**config.mk**
```make
export PLATFORM = sky130hd
export DESIGN_NAME = ofs_plat_axi_lite_csr_bridge
export DESIGN_NICKNAME = d
export VERILOG_FILES = /design/src/rtl/ofs_plat_axi_lite_csr_pkg.sv /design/src/rtl/ofs_plat_axi_lite_csr_bridge.sv
export SDC_FILE = /design/constraint.sdc
export NUM_CORES = 1
export LEC_CHECK = 0
export BUFFER_PORTS_ARGS = -buffer_cell sky130_fd_sc_hd__buf_2
export CAP_MARGIN = 20
export CORE_AREA = 2 2 142 144
export CTS_CLUSTER_SIZE = 14
export DETAILED_ROUTE_END_ITERATION = 12
export DIE_AREA = 0 0 144 146
export PLACE_DENSITY = 0.68
export SLEW_MARGIN = 20
export SYNTH_ARGS = -nofsm -noshare
export SYNTH_HDL_FRONTEND = slang
export SYNTH_SLANG_ARGS = --single-unit
export TNS_END_PERCENT = 1
```
**constraint.sdc**
```tcl
create_clock -name clk -period 2.3 [get_ports clk]
set_clock_uncertainty 0.1 [all_clocks]
set_input_delay 0.345 -clock clk [delete_from_list [all_inputs] [get_ports clk]]
set_output_delay 0.345 -clock clk [all_outputs]
set_load 0.05 [all_outputs]
```
**src/rtl/ofs_plat_axi_lite_csr_pkg.sv**
```systemverilog
// Shared types and response codes for the AXI-lite to CSR bridge.
package ofs_plat_axi_lite_csr_pkg;

    typedef enum logic [2:0] {
        ST_IDLE,
        ST_WR_ISSUE,
        ST_WR_RESP,
        ST_RD_ISSUE,
        ST_RD_WAIT,
        ST_RD_RESP
    } t_csr_bridge_state;

    localparam logic [1:0] AXI_RESP_OKAY   = 2'b00;
    localparam logic [1:0] AXI_RESP_SLVERR = 2'b10;

endpackage

```
**src/rtl/ofs_plat_axi_lite_csr_bridge.sv**
```systemverilog
// AXI-lite slave terminating into a single-cycle CSR strobe interface.
// One transaction in flight; reads and writes share a round-robin grant.
//
// state       | meaning
// ------------+----------------------------------------------------
// ST_IDLE     | waiting for AW+W or AR; ready driven from grant
// ST_WR_ISSUE | csr_wr_en high, csr_wr_err sampled
// ST_WR_RESP  | bvalid held until bready
// ST_RD_ISSUE | csr_rd_en high
// ST_RD_WAIT  | counting RD_LATENCY, capture data on last count
// ST_RD_RESP  | rvalid held until rready
module ofs_plat_axi_lite_csr_bridge
    import ofs_plat_axi_lite_csr_pkg::*;
#(
    parameter  int ADDR_WIDTH = 20,
    parameter  int DATA_WIDTH = 64,
    parameter  int RD_LATENCY = 1,
    localparam int ADDR_LSB   = $clog2(DATA_WIDTH / 8),
    localparam int STRB_W     = DATA_WIDTH / 8,
    localparam int WORD_W     = ADDR_WIDTH - ADDR_LSB
) (
    input  logic                  clk,
    input  logic                  reset_n,

    input  logic                  awvalid,
    output logic                  awready,
    input  logic [ADDR_WIDTH-1:0] awaddr,
    input  logic                  wvalid,
    output logic                  wready,
    input  logic [DATA_WIDTH-1:0] wdata,
    input  logic [STRB_W-1:0]     wstrb,
    output logic                  bvalid,
    input  logic                  bready,
    output logic [1:0]            bresp,

    input  logic                  arvalid,
    output logic                  arready,
    input  logic [ADDR_WIDTH-1:0] araddr,
    output logic                  rvalid,
    input  logic                  rready,
    output logic [DATA_WIDTH-1:0] rdata,
    output logic [1:0]            rresp,

    output logic                  csr_wr_en,
    output logic [WORD_W-1:0]     csr_wr_addr,
    output logic [DATA_WIDTH-1:0] csr_wr_data,
    output logic [STRB_W-1:0]     csr_wr_strb,
    input  logic                  csr_wr_err,
    output logic                  csr_rd_en,
    output logic [WORD_W-1:0]     csr_rd_addr,
    input  logic [DATA_WIDTH-1:0] csr_rd_data,
    input  logic                  csr_rd_err
);

    localparam int              CNT_W    = $clog2(RD_LATENCY + 1);
    localparam logic [CNT_W-1:0] CNT_LAST = CNT_W'(RD_LATENCY - 1);

    t_csr_bridge_state    state_q;
    logic                 last_wr_q;
    logic [CNT_W-1:0]     cnt_q;
    logic                 bvalid_q, rvalid_q, wr_en_q, rd_en_q;
    logic [1:0]           bresp_q, rresp_q;
    logic [DATA_WIDTH-1:0] rdata_q, wr_data_q;
    logic [WORD_W-1:0]    wr_addr_q, rd_addr_q;
    logic [STRB_W-1:0]    wr_strb_q;

    logic idle, wr_elig, rd_elig, grant_wr, grant_rd;
    logic unused_addr_lsb;

    assign unused_addr_lsb = ^{awaddr[ADDR_LSB-1:0], araddr[ADDR_LSB-1:0]};

    // On a tie the type not granted last time wins; a write wins the first tie.
    assign idle     = (state_q == ST_IDLE);
    assign wr_elig  = awvalid && wvalid;
    assign rd_elig  = arvalid;
    assign grant_wr = wr_elig && (!rd_elig || !last_wr_q);
    assign grant_rd = rd_elig && !grant_wr;

    assign awready = idle && grant_wr;
    assign wready  = idle && grant_wr;
    assign arready = idle && grant_rd;

    always_ff @(posedge clk or negedge reset_n) begin
        if (!reset_n) begin
            state_q   <= ST_IDLE;
            last_wr_q <= 1'b0;
            cnt_q     <= '0;
            bvalid_q  <= 1'b0;
            rvalid_q  <= 1'b0;
            wr_en_q   <= 1'b0;
            rd_en_q   <= 1'b0;
            bresp_q   <= AXI_RESP_OKAY;
            rresp_q   <= AXI_RESP_OKAY;
            rdata_q   <= '0;
            wr_data_q <= '0;
            wr_addr_q <= '0;
            rd_addr_q <= '0;
            wr_strb_q <= '0;
        end else begin
            wr_en_q <= 1'b0;
            rd_en_q <= 1'b0;
            case (state_q)
                ST_IDLE: begin
                    if (awready) begin
                        state_q   <= ST_WR_ISSUE;
                        wr_en_q   <= 1'b1;
                        wr_addr_q <= awaddr[ADDR_WIDTH-1:ADDR_LSB];
                        wr_data_q <= wdata;
                        wr_strb_q <= wstrb;
                        last_wr_q <= 1'b1;
                    end else if (arready) begin
                        state_q   <= ST_RD_ISSUE;
                        rd_en_q   <= 1'b1;
                        rd_addr_q <= araddr[ADDR_WIDTH-1:ADDR_LSB];
                        last_wr_q <= 1'b0;
                    end
                end
                ST_WR_ISSUE: begin
                    bresp_q  <= csr_wr_err ? AXI_RESP_SLVERR : AXI_RESP_OKAY;
                    bvalid_q <= 1'b1;
                    state_q  <= ST_WR_RESP;
                end
                ST_WR_RESP: begin
                    if (bready) begin
                        bvalid_q <= 1'b0;
                        state_q  <= ST_IDLE;
                    end
                end
                ST_RD_ISSUE: begin
                    cnt_q   <= '0;
                    state_q <= ST_RD_WAIT;
                end
                ST_RD_WAIT: begin
                    if (cnt_q == CNT_LAST) begin
                        rdata_q  <= csr_rd_data;
                        rresp_q  <= csr_rd_err ? AXI_RESP_SLVERR : AXI_RESP_OKAY;
                        rvalid_q <= 1'b1;
                        state_q  <= ST_RD_RESP;
                    end else begin
                        cnt_q <= cnt_q + CNT_W'(1);
                    end
                end
                ST_RD_RESP: begin
                    if (rready) begin
                        rvalid_q <= 1'b0;
                        state_q  <= ST_IDLE;
                    end
                end
                default: state_q <= ST_IDLE;
            endcase
        end
    end

    assign bvalid      = bvalid_q;
    assign bresp       = bresp_q;
    assign rvalid      = rvalid_q;
    assign rdata       = rdata_q;
    assign rresp       = rresp_q;
    assign csr_wr_en   = wr_en_q;
    assign csr_wr_addr = wr_addr_q;
    assign csr_wr_data = wr_data_q;
    assign csr_wr_strb = wr_strb_q;
    assign csr_rd_en   = rd_en_q;
    assign csr_rd_addr = rd_addr_q;

endmodule

```
==> flow_summary_export.csv, run 1 <==
group,metric,value,unit
run_status,status,"complete, no violations",
timing,finalCritPeriodShare,93.15,%
routing,vias,4673,
critical_path,cp-end-kind,"flop",
yosys,yosysSeqAreaShare,61.90,%
clock_network,tritoncts,"yes",
global_routing,antenna_found_initial,0,
critical_path,endpoint,"csr_wr_data[28]",
critical_path,critPathLaunchType,"flop",
flow_run,max_cap_violations,0,
timing,worst_pin_slew,0.5243,ns
final_layout,num-fill-cells,1731,
final_layout,fin_area,0.009873,sq mm
global_routing,grt_max_degree,56,
clock_network,clkLatencyLatePin,0.42,ns
critical_path,path_class,"flop to flop",
critical_path,crit_path_max_incr_delay,0.47,ns
yosys,synth-compound-area-share,1.186,%
timing,rsz0062_at_grt,"false",
clock_network,root_buffer,"clkbuf_16",
final_layout,syn2layout_area_growth,35.68,%
timing,hold_violations,0,
floorplanning,pin_count,366,
yosys,synth_top_family_by_area,"multiplexers",
routing,ant_nets,0,
global_routing,grt_pass1_wl,25790,microns
critical_path,critPathArrivalTime,2.34,ns
routing,routed_via_density,4.429,
floorplanning,dieWidth,144,microns
timing,min_period,2.142,ns
yosys,postSynthAreaPerCell,17.92,sq um
timing,slew_headroom,65.05,%
critical_path,path_depth,5,
critical_path,worstPathRequired,2.50,ns
routing,routedWlPerCell,15.66,microns
critical_path,rr_worst_depth,5,
critical_path,critical_path.slowest_cell,"dfrtp_1",
yosys,synth_seq_cells,180,
final_layout,multi_input_area,0.002460,sq mm
clock_network,cts_sinks,180,
yosys,synthAdderAreaFrac,0,%
clock_network,cts_resized,0,
place,place_ws,0.2205,ns
final_layout,regArea,0.004504,sq mm
yosys,async_flop_share,100.0,%
final_layout,diodes,0,
yosys,synth-xor-area-share,0,%
global_routing,grt-ovfl-total,0,
critical_path,r2r_end,"csr_wr_data[28]",
place,hpwlAfterDp,12350,microns
yosys,ys_warn_count,0,
yosys,synth_mux_area_share,31.16,%
yosys,syn_area,0.007277,sq mm
critical_path,crit_fanout,32,
place,place.gp.congestion,0.7708,
timing,maxSlewViolCount,0,
final_layout,nets,962,
final_layout,final_cell_mix,"buf_2 (356), dfrtp_1 (180), mux2_4 (88)",
timing,setup_viol,0,
floorplanning,dieArea,0.02102,sq mm
yosys,synthDistinctLibCells,25,
clock_network,cts_max_level,4,
yosys,synth_simple_gate_area_share,1.341,%
timing,finalWorstSetupSlack,0.1576,ns
critical_path,timing.rr.start,"state_q[0]",
place,place_area,0.009288,sq mm
routing,dr.first_iter.drc_count,115,
place,portBuffers,357,
floorplanning,initial_core_util,37.64,%
critical_path,startpoint,"state_q[0]",
yosys,synth_edf_count,0,
yosys,synthFlopType,"dfrtp_1",
final_layout,layout_commonest_cell,"buf_2",
critical_path,cpLargestDelayFamily,"simple AND/OR/NAND/NOR gates",
clock_network,path_clk_slew,0.08,ns
floorplanning,fp-row-count,51,
floorplanning,die_h,146,microns
routing,firstDrtPassIters,4,
critical_path,r2r_slack,0.16,ns
final_layout,drive_above_1_share,73.54,%
routing,drt-total-wl,16520,microns
global_routing,grt_util_all_layers,15.66,%
yosys,netlist_instances,406,
routing,drc,0,
floorplanning,fp.coreArea,0.01933,sq mm
timing,fmax,466.8,MHz
timing,finalSetupTns,0,ns
global_routing,grt_pass1_vias,4937,
critical_path,crit_chain,"nor3_4 -> and3b_4 -> buf_4 -> buf_12 -> mux2_4",
critical_path,path_buf_inv,2,
worst_hold_path,hold_class,"input port to flop",
clock_network,clockBufferDepth,2,
clock_network,cts_inserted_buffers,17,
==> routing by layer <==
layer | track usage, % | wire length (microns) | vias up
met3 | 5.199 | 1388 | 16
met5 | 0 | 0 | -
li1 | - | - | 2157
met4 | 4.608 | 255 | 0
met1 | 19.35 | 6712 | 2299
met2 | 26.02 | 8166 | 201
==> how the worst min path moves through the flow <==
stage / slack [ns] / to / startpoint / cells after the start
3_3_place_gp: 0.25 / csr_wr_data[9] / reset_n / 1
2_1_floorplan: -0.05 / bresp[1] / reset_n / 0
3_5_place_dp: 0.25 / csr_wr_data[9] / reset_n / 1
4_1_cts: 0.03 / csr_wr_data[14] / wdata[14] / 2
6_report: 0.05 / csr_wr_data[14] / wdata[14] / 2
5_1_grt: 0.03 / csr_wr_addr[11] / awaddr[14] / 2
==> stage by stage <==
stage	instances	utilization [%]	hold WS (ns)
4_1_cts	1055	51.06	0.02691
3_5_place_dp	1021	48.04	0.2510
2_1_floorplan	407	-	-0.05059
6_report	1055	51.06	0.05050
3_3_place_gp	1021	48.04	0.2479
5_1_grt	1055	51.06	0.02993
==> area by class of cell <==
type	instances	area share (%)
clock buffers	20	4.626
clock inverters	12	1.128
inverters	3	0.1141
multi-input cells	201	24.91
flip-flops and latches	180	45.62
well taps	265	3.358
repair buffers	374	20.24
==> flip-flops by register name, summed over array words and instances (netlist names) <==
| name | cells |
|---|---|
| bresp | 1 |
| bvalid | 1 |
| csr_rd_addr | 17 |
| csr_rd_en | 1 |
| csr_wr_addr | 17 |
| csr_wr_data | 64 |
| csr_wr_en | 1 |
| csr_wr_strb | 8 |
| last_wr_q | 1 |
| rdata | 64 |
| rresp | 1 |
| rvalid | 1 |
| state_q | 3 |
==> kinds of logic (layout without fill, tap and decap cells) <==
| logic type | after synthesis | in the layout |
|---|---|---|
| other | 1 | 2 |
| DFF | 180 | 180 |
| muxes | 172 | 172 |
| buffers and inverters | 26 | 409 |
| and+or+nand+nor | 16 | 16 |
| AOI/OAI and AO/OA | 11 | 11 |
==> Yosys cell counts, types with 3 or more instances <==
| cell | count | area, sq um |
|---|---|---|
| a21o_1 | 3 | 22.52 |
| buf_12 | 10 | 200.2 |
| buf_2 | 4 | 20.02 |
| buf_4 | 4 | 30.03 |
| buf_6 | 5 | 56.30 |
| dfrtp_1 | 180 | 4504 |
| inv_1 | 3 | 11.26 |
| mux2_2 | 84 | 945.9 |
| mux2_4 | 88 | 1321 |
| nand2_1 | 6 | 22.52 |
| nor2_1 | 3 | 11.26 |
==> timing repair <==
item	CTS	global route
hold buffers	1	0
setup endpoints to repair	2	0
buffers inserted	1	0
endpoints found under the hold margin	51	0
Power of run 1 is left out: the tool's default activity adds up to more than one toggle a clock period on the data nets, which glitch-free logic cannot reach.
==> inputs of run 2 (changes only) <==
==> constraint.sdc (replaced) <==
create_clock -name clk -period 2.3 [get_ports clk]
set_clock_uncertainty 0.1 [all_clocks]
set_input_delay 0.46 -clock clk [delete_from_list [all_inputs] [get_ports clk]]
set_output_delay 0.46 -clock clk [all_outputs]
set_load 0.05 [all_outputs]
==> run 2 against run 1 <==
  * Routed wire length down 1.2%
  * Critical path depth down 2
  * Worst hold slack better by 0.12 ns
  * Utilization up 0.17 points
  * Sequential share of layout area down 0.15 points
  * Via count up 1.3%
  * First-iteration DRC count down 1.7%
  * Count of clock-buffer cells in the layout down 2
  * Setup slack worse by 0.091 ns
  * Non-clock buffer count up 4
  * Die area unchanged
==> flow_summary_export.csv, run 2 (synthesis results as in run 1) <==
group,metric,value,unit
critical_path,critPathLaunchType,"flop",
timing,hold_violations,0,
global_routing,grt-ovfl-total,0,
routing,routedWlPerCell,15.44,microns
routing,routed_via_density,4.478,
final_layout,nets,966,
critical_path,critPathArrivalTime,1.67,ns
routing,drt-total-wl,16320,microns
global_routing,use_met1,17.93,%
place,portBuffers,357,
critical_path,path_class,"flop to output port",
timing,rsz0062_at_grt,"false",
global_routing,globalRouteMet2Util,26.07,%
global_routing,grt_pass1_vias,4913,
floorplanning,pin_count,366,
floorplanning,die_h,146,microns
routing,vias,4733,
final_layout,drive_above_1_share,73.61,%
timing,min_period,2.234,ns
clock_network,clockBufferDepth,2,
routing,ant_nets,0,
timing,fmax,447.7,MHz
critical_path,r2r_slack,0.27,ns
global_routing,antenna_found_initial,0,
timing,finalCritPeriodShare,97.11,%
clock_network,cts_max_level,4,
global_routing,met3_usage,5.528,%
floorplanning,dieWidth,144,microns
timing,maxSlewViolCount,0,
place,hpwlAfterDp,12240,microns
final_layout,num-fill-cells,1706,
clock_network,cts_sinks,180,
routing,firstDrtPassIters,4,
place,place.gp.congestion,0.7636,
timing,finalSetupTns,0,ns
floorplanning,dieArea,0.02102,sq mm
clock_network,tritoncts,"yes",
critical_path,cp-end-kind,"output port",
global_routing,busiest_layer,"met2",
clock_network,path_clk_slew,0.07,ns
global_routing,grt_pass1_wl,25510,microns
final_layout,final_cell_mix,"buf_2 (354), dfrtp_1 (180), mux2_4 (88)",
critical_path,crit_fanout,7,
routing,dr.first_iter.drc_count,113,
clock_network,clkLatencyLatePin,0.41,ns
flow_run,max_cap_violations,0,
floorplanning,fp.coreArea,0.01933,sq mm
critical_path,worstPathRequired,1.74,ns
place,place_area,0.009338,sq mm
clock_network,root_buffer,"clkbuf_16",
floorplanning,initial_core_util,37.64,%
worst_hold_path,hold_class,"input port to flop",
run_status,status,"complete, no violations",
clock_network,cts_inserted_buffers,17,
global_routing,grt_max_degree,58,
final_layout,diodes,0,
final_layout,fin_area,0.009906,sq mm
routing,drc,0,
timing,setup_viol,0,
final_layout,layout_commonest_cell,"buf_2",
global_routing,grt_util_all_layers,15.51,%
final_layout,syn2layout_area_growth,36.12,%
floorplanning,fp-row-count,51,
## run 2: critical path, stage by stage, from the launching register on
cell     delay [ns]
dfrtp_1        0.47
nor3_4         0.24
and3b_4        0.32
buf_4          0.22
## run 2: routing by layer
metal / part of all wire (%) / vias to the layer above
met4: 3.0 / 0
met3: 8.6 / 35
met2: 49 / 223
met5: 0 / -
li1: - / 2169
met1: 39 / 2306
## run 2: worst paths after layout
kind / start / endpoint / cells after the start
worst max-delay path: state_q[0] / awready / 3
worst min-delay path: wdata[5] / csr_wr_data[5] / 2
worst max register to register: state_q[0] / csr_wr_data[23] / 5
worst min register to register: rvalid / rvalid / 1
max in group asynchronous: reset_n / csr_wr_addr[14] / 3
min in group asynchronous: reset_n / csr_wr_data[12] / 2
## run 2: layout make-up
| cell class | instances | area (sq um) | area share (%) |
|---|---|---|---|
| Multi-Input combinational cell | 201 | 2460 | 24.83 |
| Clock inverter | 12 | 123.9 | 1.250 |
| Inverter | 3 | 11.26 | 0.1137 |
| Tap cell | 265 | 331.6 | 3.347 |
| Clock buffer | 18 | 429.2 | 4.332 |
| Timing Repair Buffer | 378 | 2046 | 20.65 |
| Sequential cell | 180 | 4504 | 45.47 |
## run 2: metrics by stage
stage	instances	hold slack (ns)	setup WS (ns)	util (%)
after detailed placement	1026	0.3005	0.1730	48.29
after global placement	1026	0.3044	0.2029	48.29
final	1057	0.1689	0.06647	51.23
after CTS	1057	0.1430	0.04343	51.23
after global routing	1057	0.1377	0.001584	51.23
after floorplan	407	0.06441	0.2340	-
## run 2: repair_timing
| item | 4_1_cts | 5_1_grt |
|---|---|---|
| setup endpoints to repair | 2 | 0 |
| resized for setup | 2 | 0 |
| setup buffers | 0 | 0 |
| hold buffers | 1 | 0 |
| hold endpoints to repair | 34 | 0 |
Power of run 2 is left out for the same reason.
==> inputs of run 3 (changes only) <==
Settings changed: REMOVE_ABC_BUFFERS from default to 1.
==> run 3 against run 2 <==
  * Critical path depth stayed put
  * Worst hold slack worse by 0.00095 ns
  * Non-clock buffer count is 1 higher
  * Fmax is 2.5% higher
  * Flip-flop and latch count stayed put
  * Routed wire length is 1.4% higher
  * Sequential share of layout area hardly changed
  * Count of clock-buffer cells in the layout is 2 higher
  * Setup slack better by 0.054 ns
  * Cell count is 0.19% higher
  * Largest cell class unchanged
  * Global-route usage is 0.13 points higher
  * Utilization hardly changed
==> flow_summary_export.csv, run 3 (synthesis results as in run 1) <==
group,metric,value,unit
worst_hold_path,hold_class,"input port to flop",
place,hpwlAfterDp,12290,microns
clock_network,tritoncts,"yes",
run_status,status,"complete, no violations",
routing,dr.first_iter.drc_count,93,
timing,fmax,458.8,MHz
clock_network,clockBufferDepth,2,
final_layout,diodes,0,
final_layout,nets,967,
floorplanning,pin_count,366,
global_routing,grt_pass1_vias,4860,
critical_path,path_class,"flop to output port",
final_layout,final_cell_mix,"buf_2 (354), dfrtp_1 (180), mux2_4 (88)",
clock_network,path_clk_slew,0.07,ns
final_layout,utilization,51.21,%
clock_network,root_buffer,"clkbuf_16",
global_routing,antenna_found_initial,0,
floorplanning,fp-row-count,51,
timing,hold_violations,0,
timing,finalCritPeriodShare,94.76,%
floorplanning,die_h,146,microns
timing,rsz0062_at_grt,"false",
global_routing,grt-ovfl-total,0,
final_layout,layout_commonest_cell,"buf_2",
clock_network,cts_max_level,4,
clock_network,cts_sinks,180,
final_layout,syn2layout_area_growth,36.06,%
global_routing,grt_util_all_layers,15.65,%
routing,drt-total-wl,16540,microns
clock_network,cts_inserted_buffers,17,
floorplanning,fp.coreArea,0.01933,sq mm
critical_path,cp-end-kind,"output port",
timing,setup_viol,0,
clock_network,clkLatencyLatePin,0.41,ns
critical_path,r2r_slack,0.19,ns
routing,ant_nets,0,
critical_path,crit_fanout,4,
flow_run,max_cap_violations,0,
routing,firstDrtPassIters,4,
global_routing,grt_max_degree,61,
routing,drc,0,
floorplanning,initial_core_util,37.64,%
final_layout,drive_above_1_share,73.55,%
routing,routed_via_density,4.405,
place,portBuffers,357,
global_routing,grt_pass1_wl,25350,microns
floorplanning,dieArea,0.02102,sq mm
timing,min_period,2.179,ns
routing,vias,4665,
critical_path,critPathLaunchType,"flop",
timing,maxSlewViolCount,0,
critical_path,critPathArrivalTime,1.62,ns
routing,routedWlPerCell,15.62,microns
place,place.gp.congestion,0.7980,
critical_path,worstPathRequired,1.74,ns
floorplanning,dieWidth,144,microns
run 3: worst max-delay path: stages, from the launching register on:
cell     delay, ns
dfrtp_1       0.40
nor3_4        0.28
and3b_4       0.30
buf_4         0.22
run 3: final timing paths:
kind | start | end | cells past startpoint
setup reg to reg | state_q[1] | csr_wr_data[59] | 5
min in group asynchronous | reset_n | csr_wr_data[20] | 2
hold / removal | wdata[61] | csr_wr_data[61] | 2
hold reg to reg | rvalid | rvalid | 1
max in group asynchronous | reset_n | rdata[60] | 3
setup / recovery | state_q[1] | wready | 3
run 3: through the flow:
step	area, sq um	std cells	hold WS [ns]	TNS (ns)	setup slack [ns]
floorplan	6974	384	0.06441	-78.95	-0.5778
global placement	9305	1025	0.3462	0	0.2704
detailed placement	9305	1025	0.3513	0	0.2617
CTS	9896	1059	0.1392	0	0.007801
global route	9901	1059	0.1425	0	0.02150
finish	9901	1059	0.1680	0	0.1206
run 3: layer usage:
metal,vias to the layer above,wire (microns),global-route usage [%]
li1,2168,-,-
met5,-,0,0
met1,2252,6527,18.20
met2,219,8162,26.36
met3,26,1393,5.067
met4,0,458,6.716
run 3: cell type report:
class | instances | area [sq um]
well taps | 265 | 331.6
clock inverters | 11 | 118.9
multi-input cells | 201 | 2460
repair buffers | 379 | 2028
clock buffers | 20 | 446.7
fillers | 1700 | 9434
flip-flops and latches | 180 | 4504
inverters | 3 | 11.26
run 3: what timing repair did:
item,in CTS,in global routing
setup buffers,2,0
gates resized for setup,0,4
pin swaps,1,1
gates cloned,0,0
hold endpoints to repair,43,0
setup endpoints to repair,2,2
hold buffers,1,0
Power of run 3 is left out for the same reason.
